==> src/rtl/bw_edge_interp.sv <==
// Linear interpolation of the -THRESHOLD_DB crossing between two bracketing bins.
// One request at a time; quotient is produced by a 1-bit/clk restoring divider.
module bw_edge_interp #(
    parameter int ACCUM_WIDTH    = 18,
    parameter int FREQ_BIN_WIDTH = 16,
    parameter int FRAC_BITS      = 4,
    parameter int THRESHOLD_DB   = 7680
) (
    input  logic                                  clk_i,
    input  logic                                  rst_ni,
    input  logic                                  valid_i,
    input  logic [FREQ_BIN_WIDTH-1:0]             f1_i,
    input  logic [FREQ_BIN_WIDTH-1:0]             f2_i,
    input  logic signed [ACCUM_WIDTH-1:0]         L1_i,
    input  logic signed [ACCUM_WIDTH-1:0]         L2_i,
    output logic [FREQ_BIN_WIDTH+FRAC_BITS-1:0]   f_edge_o,
    output logic                                  degenerate_o,
    output logic                                  valid_o,
    output logic                                  busy_o
);
    localparam int NW = ACCUM_WIDTH + 1;
    localparam int FW = FREQ_BIN_WIDTH + 1;
    localparam int PW = NW + FREQ_BIN_WIDTH;
    localparam int QW = PW + FRAC_BITS;
    localparam int OW = FREQ_BIN_WIDTH + FRAC_BITS;
    localparam int RW = QW + 2;
    localparam int CW = $clog2(QW + 1);
    localparam logic signed [NW-1:0] TH = NW'(-THRESHOLD_DB);

    typedef enum logic [1:0] {S_IDLE, S_LOAD, S_DIV, S_DONE} state_t;

    state_t                      state_q;
    logic [FREQ_BIN_WIDTH-1:0]   f1_q, f2_q;
    logic signed [ACCUM_WIDTH-1:0] l1_q, l2_q;
    logic [QW-1:0]               pq_q;
    logic [NW-1:0]               rem_q, d_q;
    logic [CW-1:0]               cnt_q;
    logic                        sgn_q, deg_q, fin_q, fdeg_q;
    logic [OW-1:0]               res_q;

    // LOAD stage: signed differences, magnitudes and result sign
    logic signed [NW-1:0] n_w, dl_w, n_neg, dl_neg;
    logic signed [FW-1:0] df_w, df_neg;
    logic [NW-1:0]        n_mag, dl_mag;
    logic [FREQ_BIN_WIDTH-1:0] df_mag;
    logic [PW-1:0]        prod;
    logic                 sgn_c;

    always_comb begin
        n_w    = TH - {l1_q[ACCUM_WIDTH-1], l1_q};
        dl_w   = {l2_q[ACCUM_WIDTH-1], l2_q} - {l1_q[ACCUM_WIDTH-1], l1_q};
        df_w   = {1'b0, f2_q} - {1'b0, f1_q};
        n_neg  = -n_w;
        dl_neg = -dl_w;
        df_neg = -df_w;
        n_mag  = n_w[NW-1] ? n_neg : n_w;
        dl_mag = dl_w[NW-1] ? dl_neg : dl_w;
        df_mag = df_w[FW-1] ? df_neg[FREQ_BIN_WIDTH-1:0] : df_w[FREQ_BIN_WIDTH-1:0];
        prod   = {{FREQ_BIN_WIDTH{1'b0}}, n_mag} * {{NW{1'b0}}, df_mag};
        sgn_c  = (n_w != '0) && (dl_w != '0) && (df_w != '0) &&
                 (n_w[NW-1] ^ dl_w[NW-1] ^ df_w[FW-1]);
    end

    // Restoring divider step: the partial remainder always stays below D, so NW bits suffice
    logic [NW:0]   rem_sh, rem_sub;
    logic          ge;
    always_comb begin
        rem_sh  = {rem_q, pq_q[QW-1]};
        ge      = rem_sh >= {1'b0, d_q};
        rem_sub = rem_sh - {1'b0, d_q};
    end

    // DONE stage: apply sign around f1 and clamp into the bracket
    logic signed [RW-1:0] base, q_ext, lo, hi, r;
    logic [OW-1:0]        res_c;
    always_comb begin
        base  = $signed({{(RW-OW){1'b0}}, f1_q, {FRAC_BITS{1'b0}}});
        q_ext = $signed({2'b00, pq_q});
        if (f1_q <= f2_q) begin
            lo = base;
            hi = $signed({{(RW-OW){1'b0}}, f2_q, {FRAC_BITS{1'b0}}});
        end else begin
            lo = $signed({{(RW-OW){1'b0}}, f2_q, {FRAC_BITS{1'b0}}});
            hi = base;
        end
        r = sgn_q ? base - q_ext : base + q_ext;
        if (r < lo)      res_c = lo[OW-1:0];
        else if (r > hi) res_c = hi[OW-1:0];
        else             res_c = r[OW-1:0];
    end

    always_ff @(posedge clk_i or negedge rst_ni) begin
        if (!rst_ni) begin
            state_q      <= S_IDLE;
            f1_q         <= '0;
            f2_q         <= '0;
            l1_q         <= '0;
            l2_q         <= '0;
            pq_q         <= '0;
            rem_q        <= '0;
            d_q          <= '0;
            cnt_q        <= '0;
            sgn_q        <= 1'b0;
            deg_q        <= 1'b0;
            fin_q        <= 1'b0;
            fdeg_q       <= 1'b0;
            res_q        <= '0;
            f_edge_o     <= '0;
            degenerate_o <= 1'b0;
            valid_o      <= 1'b0;
            busy_o       <= 1'b0;
        end else begin
            // Result is staged one clock past DONE before being presented
            fin_q   <= 1'b0;
            valid_o <= fin_q;
            if (fin_q) begin
                f_edge_o     <= res_q;
                degenerate_o <= fdeg_q;
            end
            case (state_q)
                S_IDLE: if (valid_i && !valid_o) begin
                    f1_q    <= f1_i;
                    f2_q    <= f2_i;
                    l1_q    <= L1_i;
                    l2_q    <= L2_i;
                    busy_o  <= 1'b1;
                    state_q <= S_LOAD;
                end
                S_LOAD: begin
                    d_q   <= dl_mag;
                    rem_q <= '0;
                    cnt_q <= '0;
                    if (dl_w == '0) begin
                        deg_q   <= 1'b1;
                        sgn_q   <= 1'b0;
                        pq_q    <= '0;
                        state_q <= S_DONE;
                    end else begin
                        deg_q   <= 1'b0;
                        sgn_q   <= sgn_c;
                        pq_q    <= {prod, {FRAC_BITS{1'b0}}};
                        state_q <= S_DIV;
                    end
                end
                S_DIV: begin
                    rem_q <= ge ? rem_sub[NW-1:0] : rem_sh[NW-1:0];
                    pq_q  <= {pq_q[QW-2:0], ge};
                    cnt_q <= cnt_q + 1'b1;
                    if (cnt_q == CW'(QW-1)) state_q <= S_DONE;
                end
                S_DONE: begin
                    res_q   <= res_c;
                    fdeg_q  <= deg_q;
                    fin_q   <= 1'b1;
                    busy_o  <= 1'b0;
                    state_q <= S_IDLE;
                end
                default: state_q <= S_IDLE;
            endcase
        end
    end
endmodule
==> config.mk <==
export PLATFORM = sky130hd
export DESIGN_NAME = bw_edge_interp
export DESIGN_NICKNAME = d
export VERILOG_FILES = /design/src/rtl/bw_edge_interp.sv
export SDC_FILE = /design/constraint.sdc
export NUM_CORES = 1
export LEC_CHECK = 0
export ABC_AREA = 1
export CAP_MARGIN = 5
export CORE_MARGIN = 3
export CORE_UTILIZATION = 58
export DETAILED_ROUTE_END_ITERATION = 16
export PLACE_DENSITY = 0.78
export SLEW_MARGIN = 20
export SYNTH_ARGS = -nofsm -noshare
export SYNTH_HDL_FRONTEND = slang
export SYNTH_SLANG_ARGS = --single-unit
==> constraint.sdc <==
create_clock -name clk_i -period 8.1 [get_ports clk_i]
set_input_delay 1.215 -clock clk_i [delete_from_list [all_inputs] [get_ports clk_i]]
set_output_delay 1.215 -clock clk_i [all_outputs]
set_load 0.01 [all_outputs]
==> results.sh, run 1 <==
export IMPL_clock_latency_ns=0.50
export IMPL_globalplace_congestion=1.02
export IMPL_crit_family="adder cells"
export IMPL_finalSetupTns_ns=0
export IMPL_area_delta_synth_final_pct=14.1
export IMPL_synth_edf_count=0
export IMPL_clockBufferDepth=2
export IMPL_synth_avg_cell_area_sq_um=7.05
export IMPL_hp_class="reg -> reg"
export IMPL_slew_headroom_pct=30.3
export IMPL_core_area_sq_mm=0.0471
export IMPL_fmax_ghz=0.128
export IMPL_crit_path_end_kind="flip-flop"
export IMPL_crit_slowest_cell="fa_1"
export IMPL_yosysSeqAreaShare_pct=17.9
export IMPL_rows=79
export IMPL_hold_violations=0
export IMPL_clockRootBuffer="clkbuf_16"
export IMPL_crit_top_cell="fa_1"
export IMPL_grt_first_pass_wirelength_microns=137000
export IMPL_cts_buffers=17
export IMPL_hold_buffers=0
export IMPL_placed_cells=4705
export IMPL_synthTopCellsByCount="nand2_1, inv_1, nor2_1"
export IMPL_synth_top_area_cell="dfrtp_1"
export IMPL_nets=4705
export IMPL_start_util_pct=59.4
export IMPL_crit_path_start_kind="flip-flop"
export IMPL_wl_per_cell_microns=18.3
export IMPL_port_buffers=93
export IMPL_postRouteAntennaNets=0
export IMPL_finalClockSkew_ns=0.0239
export IMPL_synth_ff_type="dfrtp_1"
export IMPL_clkTransAtPathRegs_ns=0.09
export IMPL_firstDrtPassIters=6
export IMPL_fin_crit_ns=7.83
export IMPL_drv_cap=0
export IMPL_cp_required_ns=8.52
export IMPL_viasPerCell=5.67
export IMPL_n_antenna_cell=0
export IMPL_path_buf_inv=8
export IMPL_synthArstFlopShare_pct=100
export IMPL_yosys_cell_count_top_type="nand2_1"
export IMPL_ios=94
export IMPL_grt_setup_unrepaired="yes"
export IMPL_syn_inst=3964
export IMPL_grt_overflow_total=0
export IMPL_cts_tree="done"
export IMPL_slew_viol_final=0
export IMPL_grt_usage_pct=34.5
export IMPL_arrival_ns=8.26
export IMPL_tightest_slew_ns=1.04
export IMPL_dieArea_sq_mm=0.0509
export IMPL_fp_dieH_microns=226
export IMPL_drc=0
export IMPL_drive_gt1_share_pct=11.6
export IMPL_drt_initial_drc_count=2670
export IMPL_die_width_microns=226
export IMPL_synth_area_sq_mm=0.0280
export IMPL_dp_hpwl_microns=70100
export IMPL_period_share_pct=96.7
export IMPL_first_global_vias=26000
export IMPL_criticalPathCategory="reg -> reg"
export IMPL_routed_wl_microns=87600
export IMPL_synth_cell_type_count=60
export IMPL_setup_violations=0
export IMPL_synth_area_leaders="dfrtp_1, fa_1, nand2_1"
export IMPL_worstPathMaxFanout=11
export IMPL_critical_path_max_stage_delay_ns=0.57
export IMPL_yosysWarnings=0
export IMPL_cts_sinks=200
export IMPL_status="finished clean"
export IMPL_instances_no_fill=4780
export IMPL_antenna_found_initial=0
export IMPL_via_count=27100
export IMPL_grt_max_degree=104
export IMPL_ys_ff_latch=200
export IMPL_synth_top_area_share_pct=17.9
export IMPL_cts_max_level=4
[worst reg2reg max path: cells and delay by family, from the launching register on]
family	cells	cell delay, ns
and+or+nand+nor	18	2.13
buffers and inverters	8	0.70
DFF	1	0.40
AOI/OAI and AO/OA	3	0.45
adders and majority gates	9	3.74
xor gates and xnor gates	2	0.38
[metal layers]
metal	vias to the layer above	global-route usage, %	wire, microns
li1	12800	-	-
met1	12900	48.7	37800
met2	1226	54.4	39000
met3	192	6.19	7910
met4	0	10.8	2920
met5	-	0	0
[cells by family (layout without fill, tap and decap cells)]
| logic type | Yosys count | count (layout) | synth area share [%] |
|---|---|---|---|
| AND/OR/NAND/NOR | 1864 | 1864 | 28.0 |
| adder cells (fa/ha/maj) | 473 | 473 | 27.6 |
| buffers and inverters | 826 | 1021 | 11.6 |
| AO/OA/AOI/OAI | 418 | 418 | 8.52 |
| multiplexers | 52 | 52 | 2.09 |
| flip-flops | 200 | 200 | 17.9 |
| other | 2 | 16 | 0.0269 |
| XOR/XNOR | 129 | 129 | 4.26 |
[final cells by class]
class,instances,area [sq um]
Clock buffer,17,425
Clock inverter,14,169
Fill cell,4098,15200
Inverter,713,2710
Multi-Input combinational cell,2952,20400
Sequential cell,200,5000
Tap cell,607,759
Timing Repair Buffer,277,2440
[cells in the final DEF, fill, tap and decap left out, types with 12 or more instances in the layout]
master	n
nand2_1	1098
inv_1	667
nor2_1	318
fa_1	228
ha_1	211
dfrtp_1	200
nand3_1	197
a21oi_1	167
buf_4	167
o21ai_0	111
xor2_1	92
clkdlybuf4s50_1	92
nand4_1	90
mux2_2	52
nor3_1	39
inv_2	30
xnor2_1	24
o211ai_1	24
nand2_2	23
o22ai_1	21
nor2_2	19
clkbuf_16	18
conb_1	16
ha_4	16
a21oi_2	12
fa_2	12
[per-stage QoR]
step,hold WS (ns),utilization [%],worst slack (ns),area (sq um)
floorplan,0.424,-,0.0443,28000
global placement,0.464,64.3,0.0537,30200
detailed placement,0.464,64.3,-0.0827,30200
CTS,0.484,65.6,0.00690,30900
global route,0.510,67.8,-0.118,31900
finish,0.477,67.8,0.267,31900
[what timing repair did]
item	4_1_cts	5_1_grt
buffers inserted	0	43
gates resized for setup	13	172
pin swaps	1	88
cloned	0	1
endpoints found under the setup margin	10	19
[sequential cells by signal, indices dropped and copies added (netlist names), 2 cells and up]
| signal | flops |
|---|---|
| pq_q | 39 |
| f_edge_o | 20 |
| res_q | 20 |
| d_q | 19 |
| rem_q | 19 |
| l1_q | 18 |
| l2_q | 18 |
| f1_q | 16 |
| f2_q | 16 |
| cnt_q | 6 |
| state_q | 2 |
[final timing paths]
path / slack (ns) / endpoint / depth (start not counted) / startpoint
setup / recovery: 0.27 / pq_q[38]$_DFFE_PN0P_ / 40 / f2_q[0]$_DFFE_PN0P_
hold / removal: 0.48 / res_q[16]$_DFFE_PN0P_ / 2 / res_q[16]$_DFFE_PN0P_
setup reg to reg: 0.27 / pq_q[38]$_DFFE_PN0P_ / 40 / f2_q[0]$_DFFE_PN0P_
hold reg to reg: 0.48 / res_q[16]$_DFFE_PN0P_ / 2 / res_q[16]$_DFFE_PN0P_
max in group asynchronous: 5.38 / rem_q[18]$_DFFE_PN0P_ / 3 / rst_ni
min in group asynchronous: 0.83 / f_edge_o[6]$_DFFE_PN0P_ / 1 / rst_ni
Power of run 1 is left out: the tool's default activity adds up to more than one toggle a clock period on the data nets, which glitch-free logic cannot reach.
==> run 2, diff against run 1 <==
--- a/config.mk
+++ b/config.mk
@@ -8,9 +8,9 @@
 export ABC_AREA = 1
 export CAP_MARGIN = 5
 export CORE_MARGIN = 3
-export CORE_UTILIZATION = 58
+export CORE_UTILIZATION = 60
 export DETAILED_ROUTE_END_ITERATION = 16
-export PLACE_DENSITY = 0.78
+export PLACE_DENSITY = 0.77
 export SLEW_MARGIN = 20
 export SYNTH_ARGS = -nofsm -noshare
 export SYNTH_HDL_FRONTEND = slang
==> constraint.sdc (replaced) <==
create_clock -name clk_i -period 10.2 [get_ports clk_i]
set_input_delay 1.53 -clock clk_i [delete_from_list [all_inputs] [get_ports clk_i]]
set_output_delay 1.53 -clock clk_i [all_outputs]
set_load 0.01 [all_outputs]
==> results.sh, run 2 (same netlist as run 1, synthesis figures left out) <==
export IMPL_status="finished clean"
export IMPL_finalSetupTns_ns=0
export IMPL_cts_buffers=17
export IMPL_wl_per_cell_microns=17.8
export IMPL_slew_viol_final=0
export IMPL_ios=94
export IMPL_period_share_pct=88.5
export IMPL_cts_sinks=200
export IMPL_core_area_sq_mm=0.0457
export IMPL_firstDrtPassIters=6
export IMPL_hold_violations=0
export IMPL_final_common_cell="nand2_1"
export IMPL_top_regs="pq_q (39), f_edge_o (20), res_q (20)"
export IMPL_clockBufferDepth=2
export IMPL_cts_tree="done"
export IMPL_largest_reg_flops=39
export IMPL_dp_hpwl_microns=66600
export IMPL_top_register="pq_q"
export IMPL_via_count=26100
export IMPL_crit_path_end_kind="flip-flop"
export IMPL_nFillCells=4138
export IMPL_nets=4549
export IMPL_first_global_vias=25300
export IMPL_setup_violations=0
export IMPL_antenna_found_initial=1
export IMPL_routed_wl_microns=82200
export IMPL_die_width_microns=222
export IMPL_cts_resized_gates=0
export IMPL_arrival_ns=9.44
export IMPL_fin_crit_ns=9.03
export IMPL_criticalPathCategory="reg -> reg"
export IMPL_clkTransAtPathRegs_ns=0.09
export IMPL_crit_top_cell="fa_1"
export IMPL_cts_max_level=4
export IMPL_fmax_ghz=0.111
export IMPL_crit_path_start_kind="flip-flop"
export IMPL_drc=0
export IMPL_worstPathMaxFanout=17
export IMPL_hold_buffers=0
export IMPL_cp_required_ns=10.61
export IMPL_grt_overflow_total=0
export IMPL_start_util_pct=61.2
export IMPL_grt_max_degree=103
export IMPL_grt_usage_pct=33.7
export IMPL_port_buffers=93
export IMPL_grt_setup_unrepaired="no"
export IMPL_rows=78
export IMPL_postCtsSetupBuffers=0
export IMPL_dieArea_sq_mm=0.0492
export IMPL_grt_first_pass_wirelength_microns=133000
export IMPL_crit_slowest_cell="xor2_1"
export IMPL_drive_gt1_share_pct=5.08
export IMPL_clockRootBuffer="clkbuf_16"
export IMPL_drv_cap=0
export IMPL_tightest_slew_ns=1.07
export IMPL_area_delta_synth_final_pct=7.34
export IMPL_drt_initial_drc_count=2415
export IMPL_hp_class="reg -> reg"
export IMPL_clock_latency_ns=0.50
export IMPL_globalplace_congestion=1.02
export IMPL_finalClockSkew_ns=0.0201
export IMPL_n_antenna_cell=0
export IMPL_viasPerCell=5.65
export IMPL_postRouteAntennaNets=0
export IMPL_slew_headroom_pct=28.1
export IMPL_mostFrequentLayoutCells="nand2_1, inv_1, nor2_1, fa_1, ha_1"
export IMPL_critical_path_max_stage_delay_ns=0.65
export IMPL_fp_dieH_microns=222
[run 2: per-stage QoR]
step	cells	setup slack (ns)	hold WS (ns)	utilization [%]	area, sq um
after floorplan	3978	2.14	0.424	-	28000
after CTS	4618	1.25	0.487	65.7	30000
after global placement	4586	1.55	0.466	64.3	29300
final	4618	1.17	0.482	65.7	30000
after detailed placement	4586	1.32	0.465	64.3	29300
after global routing	4618	0.573	0.503	65.7	30000
[run 2: area by class of cell]
type	instances	area (sq um)	area share, %
clock buffer	17	425	1.42
tap	600	751	2.50
multi-input combinational	2952	19800	65.9
inverter	713	2680	8.92
clock inverter	15	225	0.751
timing repair buffer	121	1150	3.83
sequential	200	5000	16.7
[run 2: path summary, 6_finish.rpt]
kind	start	to	cells past startpoint	slack, ns
setup / recovery	f2_q[0]$_DFFE_PN0P_	pq_q[27]$_DFFE_PN0P_	36	1.17
hold / removal	res_q[4]$_DFFE_PN0P_	res_q[4]$_DFFE_PN0P_	2	0.48
setup reg to reg	f2_q[0]$_DFFE_PN0P_	pq_q[27]$_DFFE_PN0P_	36	1.17
hold reg to reg	res_q[4]$_DFFE_PN0P_	res_q[4]$_DFFE_PN0P_	2	0.48
max in group asynchronous	rst_ni	l2_q[8]$_DFFE_PN0P_	2	7.70
min in group asynchronous	rst_ni	f_edge_o[6]$_DFFE_PN0P_	1	1.09
[run 2: layer usage]
layer | wire (microns) | GRT usage (%) | up-vias
met5 | 13 | 0 | -
met4 | 3100 | 12.1 | 2
met3 | 8050 | 7.30 | 197
met2 | 36200 | 52.5 | 1172
met1 | 34900 | 46.8 | 12200
li1 | - | - | 12500
[run 2: critical path, delay by kind of cell, from the launching register on]
family | cells | cell delay, ns
AO/OA/AOI/OAI | 7 | 1.28
XOR/XNOR | 2 | 0.89
adder cells (fa/ha/maj) | 9 | 3.78
buffers and inverters | 7 | 0.91
flip-flops | 1 | 0.38
AND/OR/NAND/NOR | 11 | 1.69
Power of run 2 is left out for the same reason.
==> run 3, diff against run 2 <==
--- a/config.mk
+++ b/config.mk
@@ -10,7 +10,8 @@
 export CORE_MARGIN = 3
 export CORE_UTILIZATION = 60
 export DETAILED_ROUTE_END_ITERATION = 16
-export PLACE_DENSITY = 0.77
+export PLACE_DENSITY_LB_ADDON = 0.2
+export RECOVER_POWER = 100
 export SLEW_MARGIN = 20
 export SYNTH_ARGS = -nofsm -noshare
 export SYNTH_HDL_FRONTEND = slang
==> results.sh, run 3 (same netlist as run 1, synthesis figures left out) <==
export IMPL_status="finished with violations"
export IMPL_failed_checks="max-capacitance violations, max-slew violations"
export IMPL_area_delta_synth_final_pct=7.06
export IMPL_crit_path_end_kind="flip-flop"
export IMPL_clkTransAtPathRegs_ns=0.10
export IMPL_core_area_sq_mm=0.0457
export IMPL_slew_viol_final=361
export IMPL_cp_required_ns=10.57
export IMPL_period_share_pct=89.6
export IMPL_hold_violations=0
export IMPL_dieArea_sq_mm=0.0492
export IMPL_grt_max_degree=98
export IMPL_grt_usage_pct=34.1
export IMPL_drv_cap=7
export IMPL_viasPerCell=5.65
export IMPL_drc=0
export IMPL_criticalPathCategory="reg -> reg"
export IMPL_dp_hpwl_microns=67200
export IMPL_postCtsSetupBuffers=0
export IMPL_antenna_found_initial=0
export IMPL_hold_depth=2
export IMPL_ios=94
export IMPL_fmax_ghz=0.109
export IMPL_crit_top_cell="fa_1"
export IMPL_port_buffers=93
export IMPL_start_util_pct=61.2
export IMPL_fp_dieH_microns=222
export IMPL_rr_worst_depth=36
export IMPL_seqCellArea_sq_mm=0.00500
export IMPL_drive_gt1_share_pct=4.61
export IMPL_nFillCells=4205
export IMPL_finalClockSkew_ns=0.0203
export IMPL_cts_buffers=17
export IMPL_tightest_slew_ns=5.46
export IMPL_final_common_cell="nand2_1"
export IMPL_grt_first_pass_wirelength_microns=134000
export IMPL_top_regs="pq_q (39), f_edge_o (20), res_q (20)"
export IMPL_multi_input_area_sq_mm=0.0197
export IMPL_drt_initial_drc_count=2476
export IMPL_arrival_ns=9.51
export IMPL_mostFrequentLayoutCells="nand2_1, inv_1, nor2_1, fa_1, ha_1"
export IMPL_cts_tree="done"
export IMPL_top_register="pq_q"
export IMPL_grt_overflow_total=0
export IMPL_cts_max_level=4
export IMPL_n_antenna_cell=0
export IMPL_slew_headroom_pct=-264
export IMPL_via_count=26100
export IMPL_firstDrtPassIters=6
export IMPL_setup_violations=0
export IMPL_worstPathMaxFanout=17
export IMPL_clockRootBuffer="clkbuf_16"
export IMPL_crit_slowest_cell="xor2_1"
export IMPL_crit_path_start_kind="flip-flop"
export IMPL_cts_resized_gates=0
export IMPL_critical_path_max_stage_delay_ns=0.64
export IMPL_nets=4545
export IMPL_rows=78
export IMPL_globalplace_congestion=0.979
export IMPL_routed_wl_microns=83600
export IMPL_path_buf_inv=7
export IMPL_clock_latency_ns=0.51
export IMPL_hp_class="reg -> reg"
export IMPL_wl_per_cell_microns=18.1
export IMPL_hold_buffers=0
export IMPL_grt_setup_unrepaired="no"
export IMPL_largest_reg_flops=39
export IMPL_finalSetupTns_ns=0
export IMPL_crit_family="adder cells"
export IMPL_first_global_vias=25200
export IMPL_fin_util_pct=65.5
export IMPL_cp_num_cells=36
export IMPL_clockBufferDepth=2
export IMPL_postRouteAntennaNets=0
export IMPL_fin_crit_ns=9.14
export IMPL_die_width_microns=222
export IMPL_cts_sinks=200
run 3: cell count changes in the layout (fill, tap and decap cells not counted), sizes merged:
cell	delta
clkinv	-2
clkdlybuf4s50	-24
dlygate4sd3	+24
inv	+3
buf	-11
clkinvlp	-1
clkbuf	+7
run 3: through the flow:
stage	worst slack, ns	area (sq um)	std cells	hold slack, ns
floorplan	2.14	28000	3978	0.424
global placement	1.51	29300	4582	0.465
detailed placement	1.32	29300	4582	0.466
CTS	1.30	30000	4614	0.490
global route	0.416	29900	4614	0.505
finish	1.06	29900	4614	0.486
run 3: layer usage:
metal | wire length [microns] | track usage, %
met1 | 35600 | 47.1
met2 | 36500 | 52.5
met3 | 8300 | 7.94
met4 | 3270 | 13.0
met5 | 0 | 0
run 3: area by class of cell:
cell class / instances / share of cell area (%)
clock inverter: 15 / 0.870
timing repair buffer: 117 / 3.61
clock buffer: 17 / 1.42
sequential: 200 / 16.7
multi-input combinational: 2952 / 65.9
inverter: 713 / 8.95
tap: 600 / 2.51
run 3: path summary, 6_finish.rpt:
| path | startpoint | to | slack (ns) |
|---|---|---|---|
| worst max register to register | f2_q[0]$_DFFE_PN0P_ | pq_q[27]$_DFFE_PN0P_ | 1.06 |
| min in group asynchronous | rst_ni | pq_q[36]$_DFFE_PN0P_ | 2.97 |
| worst max-delay path | f2_q[0]$_DFFE_PN0P_ | pq_q[27]$_DFFE_PN0P_ | 1.06 |
| worst min-delay path | res_q[15]$_DFFE_PN0P_ | res_q[15]$_DFFE_PN0P_ | 0.49 |
| max in group asynchronous | rst_ni | l2_q[14]$_DFFE_PN0P_ | 1.66 |
| worst min register to register | res_q[15]$_DFFE_PN0P_ | res_q[15]$_DFFE_PN0P_ | 0.49 |
run 3: worst register-to-register path, delay by kind of cell (launching register included):
| kind | cells | cell delay [ns] |
|---|---|---|
| simple gates | 11 | 1.63 |
| buf+inv | 7 | 0.92 |
| compound gates | 7 | 1.44 |
| fa+ha+maj | 9 | 3.77 |
| xor+xnor | 2 | 0.86 |
| flops | 1 | 0.39 |
Power of run 3 is left out for the same reason.
